<file path="src/rtl/adc_sample_scheduler.sv">
// adc_sample_scheduler: tick-paced round-robin ADC requests,
// per-channel boxcar averaging, overrun/timeout flags.
module adc_sample_scheduler #(
  parameter int NUM_CH     = 2,
  parameter int SAMPLE_DIV = 50000,
  parameter int AVG_LOG2   = 3,
  parameter int TIMEOUT    = 255
) (
  input  logic        CLOCK_50,
  input  logic        RESET_N,
  input  logic [1:0]  ch_en,
  output logic        adc_start,
  output logic        adc_ch,
  input  logic        adc_done,
  input  logic [11:0] adc_data,
  output logic [11:0] ch0_avg,
  output logic [11:0] ch1_avg,
  output logic        avg_valid,
  output logic        avg_ch,
  output logic        overrun,
  output logic        timeout_err
);

  localparam int TW = (SAMPLE_DIV > 1) ? $clog2(SAMPLE_DIV) : 1;
  localparam int AW = 12 + AVG_LOG2;
  localparam int CW = AVG_LOG2 + 1;
  localparam logic [TW-1:0] TICK_LAST = TW'(SAMPLE_DIV - 1);
  localparam logic [CW-1:0] CNT_LAST  = CW'((1 << AVG_LOG2) - 1);
  localparam logic [7:0]    TO_LIM    = 8'(TIMEOUT);

  typedef enum logic [2:0] {
    S_IDLE,
    S_REQ,
    S_WAIT,
    S_ACCUM,
    S_PUB
  } state_t;

  state_t state, nxt;

  logic [TW-1:0] tick_cnt;
  logic          tick;
  logic          last_ch;
  logic          cur_ch;
  logic [7:0]    timer;
  logic [11:0]   sample;
  logic          disc;
  logic          drop;
  logic          busy;
  logic          pick_ok;
  logic          pick_ch;
  logic [AW-1:0] acc [2];
  logic [CW-1:0] cnt [2];
  logic [11:0]   avg [2];
  logic [AW-1:0] sum;

  assign tick    = (tick_cnt == TICK_LAST);
  assign busy    = (state != S_IDLE);
  assign drop    = disc | ~ch_en[cur_ch];
  assign sum     = acc[cur_ch] + AW'(sample);
  assign adc_ch  = cur_ch;
  assign ch0_avg = avg[0];
  assign ch1_avg = avg[1];

  // Round-robin pick: first enabled channel after the last one served.
  always_comb begin
    pick_ok = 1'b0;
    pick_ch = 1'b0;
    if (NUM_CH == 1) begin
      pick_ok = ch_en[0];
    end else if (ch_en[~last_ch]) begin
      pick_ok = 1'b1;
      pick_ch = ~last_ch;
    end else if (ch_en[last_ch]) begin
      pick_ok = 1'b1;
      pick_ch = last_ch;
    end
  end

  // FSM state register.
  always_ff @(posedge CLOCK_50) begin
    if (!RESET_N) state <= S_IDLE;
    else          state <= nxt;
  end

  // FSM next-state and handshake outputs.
  always_comb begin
    nxt       = state;
    adc_start = 1'b0;
    avg_valid = 1'b0;
    avg_ch    = 1'b0;
    unique case (state)
      S_IDLE: begin
        if (tick && pick_ok) nxt = S_REQ;
      end
      S_REQ: begin
        adc_start = 1'b1;
        nxt       = S_WAIT;
      end
      S_WAIT: begin
        if (adc_done)
          nxt = drop ? S_IDLE : S_ACCUM;
        else if (timer == TO_LIM)
          nxt = S_IDLE;
      end
      S_ACCUM: begin
        if (!drop && cnt[cur_ch] == CNT_LAST)
          nxt = S_PUB;
        else
          nxt = S_IDLE;
      end
      S_PUB: begin
        avg_valid = 1'b1;
        avg_ch    = cur_ch;
        nxt       = S_IDLE;
      end
      default: nxt = S_IDLE;
    endcase
  end

  // Tick counter, timer, accumulators, averages and sticky flags.
  always_ff @(posedge CLOCK_50) begin
    if (!RESET_N) begin
      tick_cnt    <= '0;
      last_ch     <= 1'b1;
      cur_ch      <= 1'b0;
      timer       <= '0;
      sample      <= '0;
      disc        <= 1'b0;
      overrun     <= 1'b0;
      timeout_err <= 1'b0;
      for (int i = 0; i < 2; i++) begin
        acc[i] <= '0;
        cnt[i] <= '0;
        avg[i] <= '0;
      end
    end else begin
      tick_cnt <= tick ? '0 : tick_cnt + 1'b1;
      if (tick && busy) overrun <= 1'b1;

      if (!busy)               disc <= 1'b0;
      else if (!ch_en[cur_ch]) disc <= 1'b1;

      unique case (state)
        S_IDLE: begin
          if (tick && pick_ok) cur_ch <= pick_ch;
        end
        S_REQ: begin
          last_ch <= cur_ch;
          timer   <= '0;
        end
        S_WAIT: begin
          if (adc_done)
            sample <= adc_data;
          else if (timer == TO_LIM)
            timeout_err <= 1'b1;
          else
            timer <= timer + 1'b1;
        end
        S_ACCUM: begin
          if (!drop) begin
            acc[cur_ch] <= sum;
            cnt[cur_ch] <= cnt[cur_ch] + 1'b1;
            if (cnt[cur_ch] == CNT_LAST)
              avg[cur_ch] <= 12'(sum >> AVG_LOG2);
          end
        end
        S_PUB: begin
          acc[cur_ch] <= '0;
          cnt[cur_ch] <= '0;
        end
        default: ;
      endcase

      for (int i = 0; i < 2; i++) begin
        if (!ch_en[i] && !(busy && cur_ch == 1'(i))) begin
          acc[i] <= '0;
          cnt[i] <= '0;
        end
      end
    end
  end

endmodule

</file>
<file path="config.mk">
export PLATFORM = sky130hd
export DESIGN_NAME = adc_sample_scheduler
export DESIGN_NICKNAME = d
export VERILOG_FILES = /design/src/rtl/adc_sample_scheduler.sv
export SDC_FILE = /design/constraint.sdc
export NUM_CORES = 1
export LEC_CHECK = 0
export BUFFER_PORTS_ARGS = -buffer_cell sky130_fd_sc_hd__buf_2
export CAP_MARGIN = 20
export CORE_UTILIZATION = 36
export CTS_BUF_LIST = sky130_fd_sc_hd__clkbuf_4
export DETAILED_ROUTE_END_ITERATION = 12
export SYNTH_ARGS = -nofsm -noshare
export SYNTH_HDL_FRONTEND = slang
export SYNTH_SLANG_ARGS = --single-unit
</file>
<file path="constraint.sdc">
create_clock -name CLOCK_50 -period 4.25 [get_ports CLOCK_50]
set_clock_uncertainty 0.1 [all_clocks]
set_input_delay 0.425 -clock CLOCK_50 [delete_from_list [all_inputs] [get_ports CLOCK_50]]
set_output_delay 0.425 -clock CLOCK_50 [all_outputs]
set_load 0.05 [all_outputs]
</file>
After elaboration in Yosys (flattened, before gate mapping)
Memories as Yosys holds them, arrays and structs flattened. A register that Yosys moved wholly into a read port is not among the register bits.
Index checks and enable logic that the tools add are counted.
Word-level totals
  register bits after elaboration: 44
  bits in latches: 0
  memory bits (writable): 62
  bits in read-only memories: 0
  input bits: 17
  output and inout bits: 30
  word-level logic and storage cells: 118
  memories kept: 3
Memories
  acc: words 2, bits a word 15, rd ports 1, clocked after Yosys merged registers in 1, write ports 3, RTL line 52  | logic [AW-1:0] acc [2];
  avg: words 2, bits a word 12, rd ports 2, clocked after Yosys merged registers in 0, write ports 2, RTL line 54  | logic [11:0] avg [2];
  cnt: words 2, bits a word 4, rd ports 1, clocked after Yosys merged registers in 1, write ports 3, RTL line 53  | logic [CW-1:0] cnt [2];
Operators by class
  add/sub/neg operators: 4
  multiply operators: 0
  divide/modulo/power cells: 0
  magnitude comparators: 3
  eq/ne operators: 11
  shifts and indexed selects: 0
  multiplexer cells: 53
  bitwise gates (word level): 12
  reduce and logical (&&, ||, !) cells: 23
Operators with widths (number)
  $mux 15: 3
  $mux 1: 37
  $add 16x1->16 const B: 1
  $eq 16x16->1 const B: 1
  $mux 8: 2
  $pmux 8 s2: 1
  $add 15x12->15: 1
  $mux 12: 1
  $mux 3: 4
  $mux 4: 3
  $pmux 3 s4: 1
  $reduce_or 12->1: 1
  $add 8x1->8 const B: 1
  $eq 8x8->1 const B: 1
  $reduce_and 2->1: 4
  $logic_and 1x1->1: 7
  $or 1x1->1: 7
  $eq 3x2->1 const B: 2
  $lt 1x2->1 const B: 3
  $ne 2x2->1 const B: 3
  $reduce_and 3->1: 2
  $logic_not 1->1: 5
  $not 1->1: 5
  $add 4x1->4 const B: 1
  other kinds (9): 9

Longest topological paths before layout
  word-level depth: 10
  gate-level depth with buffers: 11
  mapped depth without buffers: 9

Worst setup path before layout
No wires, ideal clock.
  path type: register to register
  start point: register state[2]
  end point: memory acc[1][0] (netlist bit) (enable)
  library setup time: 0.401 ns
  arrival: 3.024 ns
  required time: 3.749 ns
  setup slack: 0.724 ns
  cell stages (with the launch flop): 6
  path buffers: 1
  clock period less this slack: 3.526 ns
  path through: dfxtp_1 -> nor3b_1 -> o21ai_0 -> or2_2 -> clkbuf_1 -> o211ai_1
RTL lines
  start, declared: RTL line 39  | state_t state, nxt;
  start signal, assigned: RTL line 83  | else state <= nxt;
  end, declared: RTL line 52

==> summary.txt <==
CTS
  – H-tree depth: 3
  – Clock-pin slew on the worst setup and hold paths: 0.17 ns
  – CTS Hold Bufs: 0
  – Post-CTS Repair Setup Buffers: 0
  – Resized cells post-CTS: 0
  – CTS tree: yes
  – Worst-skew pair later-pin latency: 0.47 ns
  – CTS Buf Count: 9
  – CTS Sinks: 107
  – Clk buf depth: 2
  – CTS root buf: clkbuf_4

Power
  – P per Cell Area: 318 nW/µm²
  – Internal Pwr Total: 1350 µW
  – NetSw: 477 µW
  – Clock Power Share: 0.301
  – Switching share of power: 0.261
  – Sequential share of power: 0.620
  – Peak supply drop: 221 µV
  – Leak: 0.00215 µW
  – Logic pwr share: 0.079

Global routing
  – Gr usage total: 0.165
  – Largest net degree at the start of global routing: 27
  – First-pass GRT wire length: 18.9 mm
  – Vias in the first global route: 3931
  – GRT overflow: 0
  – Initial antenna violation count: 0

Layout
  – Layout cells sized above 1: 0.162
  – Area Overhead vs Synth: 10.7%
  – Fin nets: 601
  – Util after Layout: 0.412
  – Commonest cells after routing, fill and taps aside: nor2_1 (84), edfxtp_1 (62), nand2_1 (56)
  – N_diodes: 0
  – Most common cell after layout, fill and taps aside: nor2_1

Timing
  – Fin crit share: 0.797
  – Worst Max-Slew Pin Slew: 0.776 ns
  – Final worst slack: 0.865 ns
  – Final Max Slew Viols: 0
  – RSZ-0062 raised after global routing: false
  – Fmax: 295 MHz
  – Final hold violations: 0
  – Slew headroom: 0.482
  – Minimum clock period after layout: 3.39 ns
  – # setup viols final: 0
  – Setup TNS: 0 ns

Detailed routing
  – First-pass DRT Iterations: 4
  – Final ANT Viol Nets: 0
  – Drt initial violations: 165
  – Vias per inst: 5.25
  – Met2 WL post-DR: 5.57 mm
  – Wire per inst: 15.2 µm
  – DR vias: 3950
  – Max Used Layer: met4
  – Routed wire length: 11.4 mm
  – Met3 routed WL: 431 µm
  – DRC Markers: 0
  – Met1 wire length: 5.19 mm

Logic synthesis
  – Yosys reg bits: 107
  – Yosys top cell by area: edfxtp_1
  – Yosys cell types: 59
  – Asr flop ratio synth: 0
  – EDFF count, synth: 62
  – Synth Flop Type: edfxtp_1
  – Ranking of synthesized cells by area: edfxtp_1 (36%), dfxtp_1 (17%), nor2_1 (6.1%), a21oi_1 (4.3%), nand2_1 (4.0%)
  – Synthesized area: 5200 µm²
  – Yosys warns: 0
  – Synth Net Count: 560
  – Post-Synthesis Cells: 527
  – Avg Cell Area, Syn: 9.87 µm²
  – Register area share after synthesis: 0.531
  – Area share of the leading cell type in the synthesized netlist: 0.358

Worst setup path
  – Crit-path leading delay family: compound AO/OA/AOI/OAI gates
  – CP Data Required Time: 4.37 ns
  – Worst path cell trace: buf_4, mux2_2, ha_1, a21o_1, a21o_1, a221o_1, a211oi_1, nor2_1
  – Critical-path top delay cell: dfxtp_1
  – Critical path type: reg -> reg
  – CP Buf/Inv Count: 1
  – Slowest Stage Delay on Critical Path: 0.71 ns
  – CP arrival: 3.51 ns
  – Startpoint types: flip-flop
  – CP endpoint kind: flip-flop
  – Crit path max fanout: 10
  – Most used cell, CP: a21o_1

Flow run
  – MaxCap Viol Count: 0

Floorplanning
  – I/O pin count: 47
  – Die X: 122 µm
  – Initial core utilization: 0.372
  – Area of the die: 14900 µm²
  – Rows: 43
  – Die Ht: 122 µm
  – Core ar.: 14000 µm²

Placement
  – Port bufs: 46
  – Place WS: 0.862 ns
  – Placer Congestion: 0.858
  – Post-DP HPWL: 8.23 mm

Run status
  – Status: complete, no violations

Hold path
  – Worst min path class: in -> reg
-- routing by layer --
metal | vias up | global-route usage
met1 | 1886 | 0.204
li1 | 1973 | -
met3 | 13 | 0.0384
met5 | - | 0
met4 | 0 | 0.0503
met2 | 78 | 0.282
-- synth_stat cells, types with 7 or more instances --
| cell | count |
|---|---|
| o21ai_0 | 16 |
| clkbuf_1 | 16 |
| and2_1 | 7 |
| mux2_2 | 13 |
| inv_1 | 14 |
| and3_1 | 8 |
| dfxtp_1 | 45 |
| xnor2_1 | 11 |
| nand4_1 | 8 |
| nor2_1 | 84 |
| edfxtp_1 | 62 |
| nand3_1 | 26 |
| nor3_1 | 14 |
| nand2_1 | 56 |
| xor2_1 | 8 |
| a21oi_1 | 45 |
| ha_1 | 15 |
-- cell type report --
class	count	area [µm²]
clock buffers	9	67.6
clock inverters	7	83.8
fillers	1430	8230
inverters	15	56.3
multi-input cells	383	2290
flip-flops and latches	107	2760
well taps	180	225
repair buffers	52	275
-- worst reg2reg max path: stages, from the launching register on --
cell	delay (ns)
dfxtp_1	0.71
buf_4	0.29
mux2_2	0.36
ha_1	0.37
a21o_1	0.23
a21o_1	0.24
a221o_1	0.36
a211oi_1	0.40
nor2_1	0.08
-- stage by stage --
stage	area, µm²	hold WS [ns]	cells	total power [µW]
finish	5760	0.0757	753	1830
global placement	5610	0.340	737	1300
global route	5760	0.0465	753	1900
detailed placement	5610	0.354	737	1300
CTS	5760	0.0422	753	1850
floorplan	5200	0.330	527	1260
-- sequential cells by signal (all words and copies together), names as in the netlist, named ones only --
register / flops
sample: 12
tick_cnt: 16
timer: 8
disc: 1
avg: 24
overrun: 1
last_ch: 1
state: 3
acc: 30
cnt: 8
adc_ch: 1
timeout_err: 1
-- final timing paths --
check	from	endpoint	slack, ns	cells past startpoint
worst max-delay path	flip-flop	acc[1][12]	0.86	8
worst min-delay path	adc_data[2]	sample[2]	0.08	3
worst max register to register	flip-flop	acc[1][12]	0.86	8
worst min register to register	sample[4]	sample[4]	0.38	2
-- cells by family (layout without fill, tap and decap cells) --
family / count (synthesis) / count (layout) / share of synthesized area
compound gates: 98 / 98 / 0.116
simple gates: 231 / 231 / 0.212
buf+inv: 37 / 83 / 0.0289
flops: 107 / 107 / 0.531
mux: 19 / 19 / 0.0397
fa+ha+maj: 16 / 16 / 0.0399
xor+xnor: 19 / 19 / 0.0320
-- power groups by stage --
stage | combinational, µW | clock, µW | sequential, µW
3_5_place_dp | 145 | 0 | 1160
3_3_place_gp | 143 | 0 | 1160
2_1_floorplan | 60.8 | 0 | 1200
6_report | 144 | 551 | 1130
5_1_grt | 157 | 602 | 1140
4_1_cts | 146 | 569 | 1130
No activity file was read; power rests on OpenSTA's default activity.
